$ cat src/rtl/ibex_pkg.sv
// Shared LSU types: address-phase FSM encoding, access-size codes and byte-lane helpers.
package ibex_pkg;

  typedef enum logic [2:0] {
    IDLE,
    WAIT_GNT_MIS,
    WAIT_RVALID_MIS,
    WAIT_GNT,
    WAIT_RVALID
  } ls_fsm_e;

  localparam logic [1:0] LSU_WORD = 2'b00;
  localparam logic [1:0] LSU_HALF = 2'b01;
  localparam logic [1:0] LSU_BYTE = 2'b10;

  // Accesses that cross a word boundary need two bus transactions.
  function automatic logic is_split(input logic [1:0] lsu_type, input logic [1:0] off);
    return ((lsu_type == LSU_WORD) && (off != 2'b00)) ||
           ((lsu_type == LSU_HALF) && (off == 2'b11));
  endfunction

  function automatic logic [3:0] be_first(input logic [1:0] lsu_type, input logic [1:0] off);
    case (lsu_type)
      LSU_WORD: return 4'b1111 << off;
      LSU_HALF: return 4'b0011 << off;
      default:  return 4'b0001 << off;
    endcase
  endfunction

  function automatic logic [3:0] be_second(input logic [1:0] lsu_type, input logic [1:0] off);
    if (lsu_type == LSU_HALF) begin
      return 4'b0001;
    end
    if (lsu_type == LSU_WORD) begin
      case (off)
        2'b01:   return 4'b0001;
        2'b10:   return 4'b0011;
        2'b11:   return 4'b0111;
        default: return 4'b0000;
      endcase
    end
    return 4'b0000;
  endfunction

  // Rotate store data left by whole bytes so byte 0 lands on lane 'off'.
  function automatic logic [31:0] rotl_lanes(input logic [31:0] w, input logic [1:0] off);
    case (off)
      2'b01:   return {w[23:0], w[31:24]};
      2'b10:   return {w[15:0], w[31:16]};
      2'b11:   return {w[7:0],  w[31:8]};
      default: return w;
    endcase
  endfunction

endpackage

$ cat src/rtl/lsu_misalign_ctrl_rdata_align.sv
// Combinational load-data alignment: stitches split responses, shifts to bit 0, then extends.
module lsu_rdata_align
  import ibex_pkg::*;
(
  input  logic [1:0]  off_i,
  input  logic [1:0]  type_i,
  input  logic        sign_ext_i,
  input  logic [31:0] rdata_q_i,
  input  logic [31:0] data_rdata_i,
  output logic [31:0] lsu_rdata_o
);

  logic [31:0] split_word;
  logic [31:0] aligned;

  // Low bytes come from the first response, high bytes from the second.
  always_comb begin
    case (off_i)
      2'b01:   split_word = {data_rdata_i[7:0],  rdata_q_i[31:8]};
      2'b10:   split_word = {data_rdata_i[15:0], rdata_q_i[31:16]};
      2'b11:   split_word = {data_rdata_i[23:0], rdata_q_i[31:24]};
      default: split_word = data_rdata_i;
    endcase
  end

  always_comb begin
    aligned = data_rdata_i >> {off_i, 3'b000};
    if (is_split(type_i, off_i)) begin
      if (type_i == LSU_WORD) begin
        aligned = split_word;
      end else begin
        aligned = {16'h0000, data_rdata_i[7:0], rdata_q_i[31:24]};
      end
    end
  end

  always_comb begin
    case (type_i)
      LSU_HALF: lsu_rdata_o = {{16{sign_ext_i & aligned[15]}}, aligned[15:0]};
      LSU_BYTE: lsu_rdata_o = {{24{sign_ext_i & aligned[7]}},  aligned[7:0]};
      default:  lsu_rdata_o = aligned;
    endcase
  end

endmodule

$ cat src/rtl/lsu_misalign_ctrl.sv
// EX-stage load/store address-phase controller; splits boundary-crossing accesses in two.
// Define LSU_MISALIGN_SPLIT_EN to enable splitting; otherwise such accesses fail immediately.
module lsu_misalign_ctrl
  import ibex_pkg::*;
(
  input  logic        clk_i,
  input  logic        rst_ni,
  input  logic        lsu_req_i,
  input  logic        lsu_we_i,
  input  logic [1:0]  lsu_type_i,
  input  logic        lsu_sign_ext_i,
  input  logic [31:0] adder_result_ex_i,
  input  logic [31:0] lsu_wdata_i,
  output logic        lsu_addr_incr_req_o,
  output logic [31:0] lsu_addr_last_o,
  output logic        lsu_req_done_o,
  output logic [31:0] lsu_rdata_o,
  output logic        lsu_rdata_valid_o,
  output logic        lsu_busy_o,
  output logic        load_err_o,
  output logic        store_err_o,
  output logic        data_req_o,
  input  logic        data_gnt_i,
  input  logic        data_rvalid_i,
  input  logic        data_err_i,
  output logic [31:0] data_addr_o,
  output logic        data_we_o,
  output logic [3:0]  data_be_o,
  output logic [31:0] data_wdata_o,
  input  logic [31:0] data_rdata_i
);

  ls_fsm_e     state_q, state_d;
  logic        we_q, sign_ext_q, split_q, err_q;
  logic [1:0]  type_q, off_q;
  logic [31:0] wdata_q, addr_last_q, rdata_q;

  logic [1:0]  off_in;
  logic        split_in, split_rej, accept, issue_idle, fin_err;

`ifdef LSU_MISALIGN_SPLIT_EN
  localparam bit SplitEn = 1'b1;
  assign lsu_addr_incr_req_o = ((state_q == WAIT_RVALID_MIS) && data_rvalid_i) ||
                               ((state_q == WAIT_GNT) && split_q);
`else
  localparam bit SplitEn = 1'b0;
  assign lsu_addr_incr_req_o = 1'b0;
`endif

  assign off_in     = adder_result_ex_i[1:0];
  assign split_in   = SplitEn && is_split(lsu_type_i, off_in);
  assign split_rej  = !SplitEn && is_split(lsu_type_i, off_in);
  assign accept     = (state_q == IDLE) && lsu_req_i;
  assign issue_idle = accept && !split_rej;
  assign fin_err    = err_q | data_err_i;

  assign data_addr_o     = {adder_result_ex_i[31:2], 2'b00};
  assign lsu_addr_last_o = addr_last_q;
  assign lsu_busy_o      = (state_q != IDLE);

  always_ff @(posedge clk_i or negedge rst_ni) begin
    if (!rst_ni) begin
      state_q <= IDLE;
    end else begin
      state_q <= state_d;
    end
  end

  always_comb begin
    state_d = state_q;
    case (state_q)
      IDLE: begin
        if (issue_idle) begin
          if (data_gnt_i) begin
            state_d = split_in ? WAIT_RVALID_MIS : WAIT_RVALID;
          end else begin
            state_d = split_in ? WAIT_GNT_MIS : WAIT_GNT;
          end
        end
      end
      WAIT_GNT_MIS:    if (data_gnt_i) state_d = WAIT_RVALID_MIS;
      WAIT_RVALID_MIS: if (data_rvalid_i) state_d = data_gnt_i ? WAIT_RVALID : WAIT_GNT;
      WAIT_GNT:        if (data_gnt_i) state_d = WAIT_RVALID;
      WAIT_RVALID:     if (data_rvalid_i) state_d = IDLE;
      default:         state_d = IDLE;
    endcase
  end

  // Access attributes are frozen at acceptance so the bus side stays stable while waiting.
  always_ff @(posedge clk_i or negedge rst_ni) begin
    if (!rst_ni) begin
      we_q        <= 1'b0;
      type_q      <= 2'b00;
      sign_ext_q  <= 1'b0;
      off_q       <= 2'b00;
      wdata_q     <= 32'h0;
      split_q     <= 1'b0;
      err_q       <= 1'b0;
      addr_last_q <= 32'h0;
      rdata_q     <= 32'h0;
    end else if (accept) begin
      we_q        <= lsu_we_i;
      type_q      <= lsu_type_i;
      sign_ext_q  <= lsu_sign_ext_i;
      off_q       <= off_in;
      wdata_q     <= lsu_wdata_i;
      split_q     <= split_in;
      err_q       <= 1'b0;
      addr_last_q <= adder_result_ex_i;
    end else if ((state_q == WAIT_RVALID_MIS) && data_rvalid_i) begin
      rdata_q <= data_rdata_i;
      err_q   <= data_err_i;
    end
  end

  always_comb begin
    data_req_o        = 1'b0;
    data_we_o         = we_q;
    data_be_o         = 4'b0000;
    data_wdata_o      = rotl_lanes(wdata_q, off_q);
    lsu_req_done_o    = 1'b0;
    lsu_rdata_valid_o = 1'b0;
    load_err_o        = 1'b0;
    store_err_o       = 1'b0;
    case (state_q)
      IDLE: begin
        data_req_o     = issue_idle;
        data_we_o      = lsu_we_i;
        data_wdata_o   = rotl_lanes(lsu_wdata_i, off_in);
        data_be_o      = issue_idle ? be_first(lsu_type_i, off_in) : 4'b0000;
        lsu_req_done_o = accept && split_rej;
        load_err_o     = accept && split_rej && !lsu_we_i;
        store_err_o    = accept && split_rej && lsu_we_i;
      end
      WAIT_GNT_MIS: begin
        data_req_o = 1'b1;
        data_be_o  = be_first(type_q, off_q);
      end
      WAIT_RVALID_MIS: begin
        data_req_o = data_rvalid_i;
        data_be_o  = data_rvalid_i ? be_second(type_q, off_q) : 4'b0000;
      end
      WAIT_GNT: begin
        data_req_o = 1'b1;
        data_be_o  = split_q ? be_second(type_q, off_q) : be_first(type_q, off_q);
      end
      WAIT_RVALID: begin
        lsu_req_done_o    = data_rvalid_i;
        lsu_rdata_valid_o = data_rvalid_i && !we_q && !fin_err;
        load_err_o        = data_rvalid_i && !we_q && fin_err;
        store_err_o       = data_rvalid_i && we_q && fin_err;
      end
      default: ;
    endcase
  end

  lsu_rdata_align u_rdata_align (
    .off_i        (off_q),
    .type_i       (type_q),
    .sign_ext_i   (sign_ext_q),
    .rdata_q_i    (rdata_q),
    .data_rdata_i (data_rdata_i),
    .lsu_rdata_o  (lsu_rdata_o)
  );

endmodule

$ cat config.mk
export PLATFORM = sky130hd
export DESIGN_NAME = lsu_misalign_ctrl
export DESIGN_NICKNAME = d
export VERILOG_FILES = /design/src/rtl/ibex_pkg.sv /design/src/rtl/lsu_misalign_ctrl_rdata_align.sv /design/src/rtl/lsu_misalign_ctrl.sv
export SDC_FILE = /design/constraint.sdc
export NUM_CORES = 1
export LEC_CHECK = 0
export ABC_AREA = 1
export BUFFER_PORTS_ARGS = -buffer_cell sky130_fd_sc_hd__buf_4
export CAP_MARGIN = 20
export CELL_PAD_IN_SITES_DETAIL_PLACEMENT = 1
export CELL_PAD_IN_SITES_GLOBAL_PLACEMENT = 2
export CORE_MARGIN = 3
export CORE_UTILIZATION = 28
export CTS_CLUSTER_SIZE = 24
export DETAILED_ROUTE_END_ITERATION = 12
export GPL_TIMING_DRIVEN = 1
export PLACE_DENSITY = 0.92
export SLEW_MARGIN = 20
export SYNTH_ARGS = -nofsm -noshare
export SYNTH_HDL_FRONTEND = slang
export SYNTH_HIERARCHICAL = 1
export SYNTH_SLANG_ARGS = --single-unit
$ cat constraint.sdc
create_clock -name clk_i -period 2.3 [get_ports clk_i]
set_input_delay 0.115 -clock clk_i [delete_from_list [all_inputs] [get_ports clk_i]]
set_output_delay 0.115 -clock clk_i [all_outputs]
set_load 0.01 [all_outputs]
==> impl_metrics.csv, run 1 <==
group,metric,value,unit
sta,grt_setup_unrepaired,"yes",
clocking,clock_sinks,96,
synth,syn-cell-area,0.00833,mm^2
setup_path,critical_path_class,"reg -> out",
global_route,grt_pass1_wl,55900,um
cells_and_area,drive_gt1_frac,0.249,
synth,yosys_warnings,6,
setup_path,cpMaxStageDelayCell,"dfrtp_2",
sta,fin_skew,0.0128,ns
sta,fin_crit,2.27,ns
routing,dr_total_vias,10246,
synth,synth.avg_cell_area,6.16,um^2
routing,drc,0,
power_and_ir_drop,power-per-cell-area,1550,mW/mm^2
setup_path,critPathBufInv,4,
global_route,grt.total_usage,0.220,
die,start_util,0.287,
placement,place_area,0.0103,mm^2
sta,period_share,0.985,
clocking,clockBufferDepth,2,
cells_and_area,final_cell_mix,"nand2_1 (511), buf_4 (285), o21ai_0 (154)",
routing,dr.pass1.iters,5,
global_route,antenna_found_initial,0,
clocking,tritoncts,"done",
die,core_area,0.0290,mm^2
clocking,cts-root-buf,"clkbuf_16",
cells_and_area,nets,1717,
die,num_io_pins,246,
setup_path,startpoint_type,"register",
routing,wl_per_cell,18.4,um
routing,postRouteAntennaNets,0,
die,die-area,0.0319,mm^2
cells_and_area,n_fill_cell,3788,
sta,setup_viol,0,
setup_path,endpoint_kind,"primary output",
sta,tns,0,ns
power_and_ir_drop,vdd_drop_max,779,uV
run,cap_violations,0,
cells_and_area,syn2layout_area_growth,39.1,%
clocking,htree_levels,3,
setup_path,worstPathRequired,2.18,ns
routing,drt_iter0_markers,689,
synth,synthCells,1354,
sta,hold_viol,0,
global_route,grt_pass1_vias,10161,
cells_and_area,mostFrequentLayoutCell,"nand2_1",
routing,via_per_inst,5.13,
sta,maxSlewHeadroom,0.530,
cells_and_area,design_area,0.0116,mm^2
die,die_y,179,um
sta,drv_slew,0,
clocking,cts_buffers,9,
die,die-width,179,um
setup_path,crit_family,"buffers and inverters",
clocking,clk_latency,0.36,ns
routing,drt_wl_total,36700,um
setup_path,slowest_delay,0.53,ns
setup_path,cp_max_fo,11,
min_path,hold_class,"in -> reg",
cells_and_area,multi_input_area,0.00504,mm^2
placement,place_congestion,0.858,
setup_path,crit_path_cell_trace,"buf_6 -> inv_6 -> nor2_4 -> clkinvlp_4 -> o21ai_0 -> nor3_1 -> nor2_1 -> buf_4",
global_route,grt-ovfl-total,0,
placement,io_buffers,242,
die,fp-row-count,62,
setup_path,worstPathArrival,2.15,ns
cells_and_area,antennaDiodeCount,0,
power_and_ir_drop,leakagePower,0.00583,uW
placement,dpl.hpwl,25900,um
global_route,grt_max_degree,67,
cells_and_area,seq_area,0.00241,mm^2
status,status,"completed",
sta,fmax,441,MHz
sta,tightestPinTransition,0.704,ns
clocking,clk_pin_slew,0.07,ns
## through the flow
step | cells | worst slack (ns) | hold WS, ns | utilization | power [uW]
finish | 1997 | 0.0347 | 0.0157 | 0.400 | 17900
global route | 1997 | -0.0269 | 0.0113 | 0.400 | 19400
CTS | 1980 | 0.00892 | 0.00189 | 0.388 | 17200
detailed placement | 1909 | 0.198 | 0.0110 | 0.356 | 15100
global placement | 1909 | 0.306 | 0.0122 | 0.356 | 14800
floorplan | 1356 | 0.517 | -0.181 | - | 10000
## per-layer routing
layer	vias up	global-route usage	routed length (um)
li1	4855	-	-
met1	5020	0.297	16200
met2	332	0.370	17800
met3	39	0.0313	2210
met4	0	0.0542	563
met5	-	0	0
## final timing paths
kind,endpoint,slack [ns],cells after the start,start
min in group asynchronous,wdata_q[3]$_DFFE_PN0P_,0.21,2,rst_ni
setup / recovery,data_wdata_o[29],0.03,8,lsu_addr_last_o[1]$_DFFE_PN0P_
max in group asynchronous,lsu_addr_last_o[12]$_DFFE_PN0P_,1.44,3,rst_ni
setup reg to reg,lsu_addr_last_o[27]$_DFFE_PN0P_,0.62,7,state_q[1]$_DFFE_PN0P_
hold / removal,wdata_q[7]$_DFFE_PN0P_,0.02,3,lsu_wdata_i[7]
hold reg to reg,lsu_addr_last_o[24]$_DFFE_PN0P_,0.48,2,lsu_addr_last_o[24]$_DFFE_PN0P_
## state kept, by name, summed over array words and instances (netlist names)
name             cells
we_q                 1
off_q                1
lsu_addr_last_o     31
sign_ext_q           1
rdata_q             24
wdata_q             32
state_q              3
type_q               2
err_q                1
## worst reg2reg max path, delay by kind of cell, from the launching register on
family / cells / cell delay, ns
buffers and inverters: 3 / 0.70
DFF: 1 / 0.45
and+or+nand+nor: 4 / 0.49
## timing repair
item | in CTS | in global routing
setup endpoints to repair | 41 | 51
setup buffers | 6 | 14
hold endpoints to repair | 118 | 0
gates resized for setup | 19 | 62
hold buffers | 47 | 0
pin swaps | 4 | 8
gates cloned | 2 | 3
## power breakdown
part           switching [uW]  internal [uW]
logic                    7770           5360
registers                 681           2510
clock network             749            870
## final cells by class
type | instances | area share
multi-input combinational | 1042 | 0.435
inverter | 106 | 0.0376
tap | 384 | 0.0414
clock buffer | 9 | 0.0194
clock inverter | 7 | 0.00755
timing repair buffer | 352 | 0.251
sequential | 96 | 0.208
timing repair inverter | 1 | 0.000648
(Power assumes the default switching activity.)
==> run 2, diff against run 1 <==
--- a/config.mk
+++ b/config.mk
@@ -10,12 +10,13 @@
 export CAP_MARGIN = 20
 export CELL_PAD_IN_SITES_DETAIL_PLACEMENT = 1
 export CELL_PAD_IN_SITES_GLOBAL_PLACEMENT = 2
+export CORE_ASPECT_RATIO = 0.75
 export CORE_MARGIN = 3
 export CORE_UTILIZATION = 28
 export CTS_CLUSTER_SIZE = 24
 export DETAILED_ROUTE_END_ITERATION = 12
 export GPL_TIMING_DRIVEN = 1
-export PLACE_DENSITY = 0.92
+export PLACE_DENSITY_LB_ADDON = 0.1
 export SLEW_MARGIN = 20
 export SYNTH_ARGS = -nofsm -noshare
 export SYNTH_HDL_FRONTEND = slang
==> impl_metrics.csv, run 2 (synthesized netlist as in run 1, its figures left out) <==
group,metric,value,unit
status,status,"completed",
routing,drt_iter0_markers,601,
power_and_ir_drop,leakagePower,0.00578,uW
sta,tns,0,ns
power_and_ir_drop,power_frac_seq,0.181,
die,die-width,205,um
cells_and_area,n_fill_cell,3776,
power_and_ir_drop,finalPower,17600,uW
die,core_area,0.0292,mm^2
global_route,antenna_found_initial,0,
sta,grt_setup_unrepaired,"yes",
global_route,grt-ovfl-total,0,
setup_path,cp_max_fo,31,
setup_path,startpoint_type,"register",
sta,setup_viol,0,
sta,fin_crit,2.20,ns
clocking,cts-root-buf,"clkbuf_16",
power_and_ir_drop,power-per-cell-area,1540,mW/mm^2
sta,period_share,0.956,
global_route,grt_pass1_wl,58900,um
setup_path,endpoint_kind,"primary output",
placement,io_buffers,242,
die,num_io_pins,246,
routing,wl_per_cell,19.1,um
routing,via_per_inst,4.99,
clocking,clk_latency,0.36,ns
clocking,clock_sinks,96,
routing,drt_wl_total,38000,um
sta,tightestPinTransition,0.660,ns
cells_and_area,largest_register_ff_count,32,
global_route,grt.total_usage,0.234,
cells_and_area,multi_input_area,0.00500,mm^2
die,fp-row-count,54,
setup_path,critical_path_class,"reg -> out",
setup_path,crit_path_cell_trace,"buf_4 -> inv_2 -> nand2_1 -> buf_12 -> o21ai_0 -> nor2_1 -> a31oi_1 -> buf_4",
global_route,grt_pass1_vias,9923,
setup_path,cpMaxStageDelayCell,"dfrtp_2",
cells_and_area,final_cell_mix,"nand2_1 (512), buf_4 (276), o21ai_0 (163)",
clocking,htree_levels,3,
routing,drc,0,
clocking,clockBufferDepth,2,
routing,dr_total_vias,9926,
sta,fin_skew,0.0106,ns
sta,hold_viol,0,
sta,fmax,455,MHz
routing,postRouteAntennaNets,0,
cells_and_area,syn2layout_area_growth,37.2,%
power_and_ir_drop,power.internal,8560,uW
routing,dr.pass1.iters,6,
clocking,clk_pin_slew,0.07,ns
die,start_util,0.286,
die,die-area,0.0319,mm^2
global_route,grt_max_degree,64,
cells_and_area,final_cell_count_no_fill,1990,
setup_path,slowest_delay,0.48,ns
cells_and_area,seq_area,0.00241,mm^2
setup_path,worstPathArrival,2.08,ns
clocking,cts_buffers,9,
power_and_ir_drop,power_switching_share,0.513,
placement,place_inst,1921,
power_and_ir_drop,vdd_drop_max,615,uV
cells_and_area,drive_gt1_frac,0.242,
power_and_ir_drop,netSwitchingPower,9020,uW
placement,place_congestion,0.832,
clocking,tritoncts,"done",
cells_and_area,mostFrequentLayoutCell,"nand2_1",
die,die_y,155,um
sta,maxSlewHeadroom,0.560,
power_and_ir_drop,clkPwrFrac,0.096,
cells_and_area,largest_register,"wdata_q",
cells_and_area,nets,1703,
setup_path,worstPathRequired,2.18,ns
cells_and_area,antennaDiodeCount,0,
setup_path,worst_path_most_repeated_cell,"buf_4",
power_and_ir_drop,combPwrFrac,0.723,
min_path,hold_class,"in -> reg",
placement,dpl.hpwl,27400,um
sta,drv_slew,0,
run,cap_violations,0,
[run 2: cell types whose count changed in the layout (fill, tap and decap cells not counted), moves of 4 or more]
| cell | change |
|---|---|
| o21ai_1 | -10 |
| buf_4 | -9 |
| o21ai_0 | +9 |
| clkinv_4 | -4 |
[run 2: metrics by stage]
stage	setup WS [ns]	hold WS, ns	utilization	cell area (um^2)
global route	-0.0241	0.0139	0.392	11400
finish	0.102	0.0180	0.392	11400
CTS	0.00987	0.000712	0.386	11300
floorplan	0.517	-0.181	-	8340
global placement	0.250	0.00985	0.355	10400
detailed placement	0.201	0.0118	0.355	10400
[run 2: final timing paths]
path / from / cells after the start / slack (ns) / end
worst max-delay path: off_q[0]$_DFFE_PN0P_ / 8 / 0.10 / data_wdata_o[6]
worst min-delay path: data_rdata_i[14] / 2 / 0.02 / rdata_q[14]$_DFFE_PN0P_
worst max register to register: state_q[2]$_DFFE_PN0P_ / 5 / 0.47 / wdata_q[2]$_DFFE_PN0P_
worst min register to register: lsu_addr_last_o[3]$_DFFE_PN0P_ / 2 / 0.48 / lsu_addr_last_o[3]$_DFFE_PN0P_
max in group asynchronous: rst_ni / 3 / 1.51 / lsu_addr_last_o[28]$_DFFE_PN0P_
min in group asynchronous: rst_ni / 2 / 0.17 / lsu_addr_last_o[14]$_DFFE_PN0P_
[run 2: worst max-delay path, delay by kind of cell (launching register included)]
kind / cells / cell delay, ns
AOI/OAI and AO/OA: 2 / 0.39
buffers and inverters: 4 / 0.66
and+or+nand+nor: 2 / 0.20
DFF: 1 / 0.48
[run 2: power by group through the flow]
stage / Clock (uW) / Combinational [uW] / Sequential, uW
finish: 1680 / 12700 / 3180
global placement: 0 / 11900 / 3190
floorplan: 0 / 6890 / 3140
CTS: 1750 / 12500 / 3160
detailed placement: 0 / 12000 / 3210
global route: 1820 / 14100 / 3290
[run 2: per-layer routing]
metal | up-vias | GRT usage | part of all wire
li1 | 4832 | - | -
met1 | 4815 | 0.355 | 0.51
met2 | 258 | 0.359 | 0.43
met3 | 21 | 0.0343 | 0.053
met4 | 0 | 0.0309 | 0.0070
met5 | - | 0 | 0
[run 2: cell type report]
class	instances	area share
timing repair buffer	341	0.246
multi-input combinational	1040	0.437
clock buffer	9	0.0197
sequential	96	0.210
tap	392	0.0429
inverter	106	0.0360
clock inverter	6	0.00788
[run 2: timing repair]
item                                   in CTS  in global routing
hold buffers                               47                  0
endpoints found under the hold margin     117                  0
cloned                                      2                  1
setup endpoints to repair                  47                 55
pin swaps                                   2                  6
setup buffers                               4                  0
gates resized for setup                    18                 40
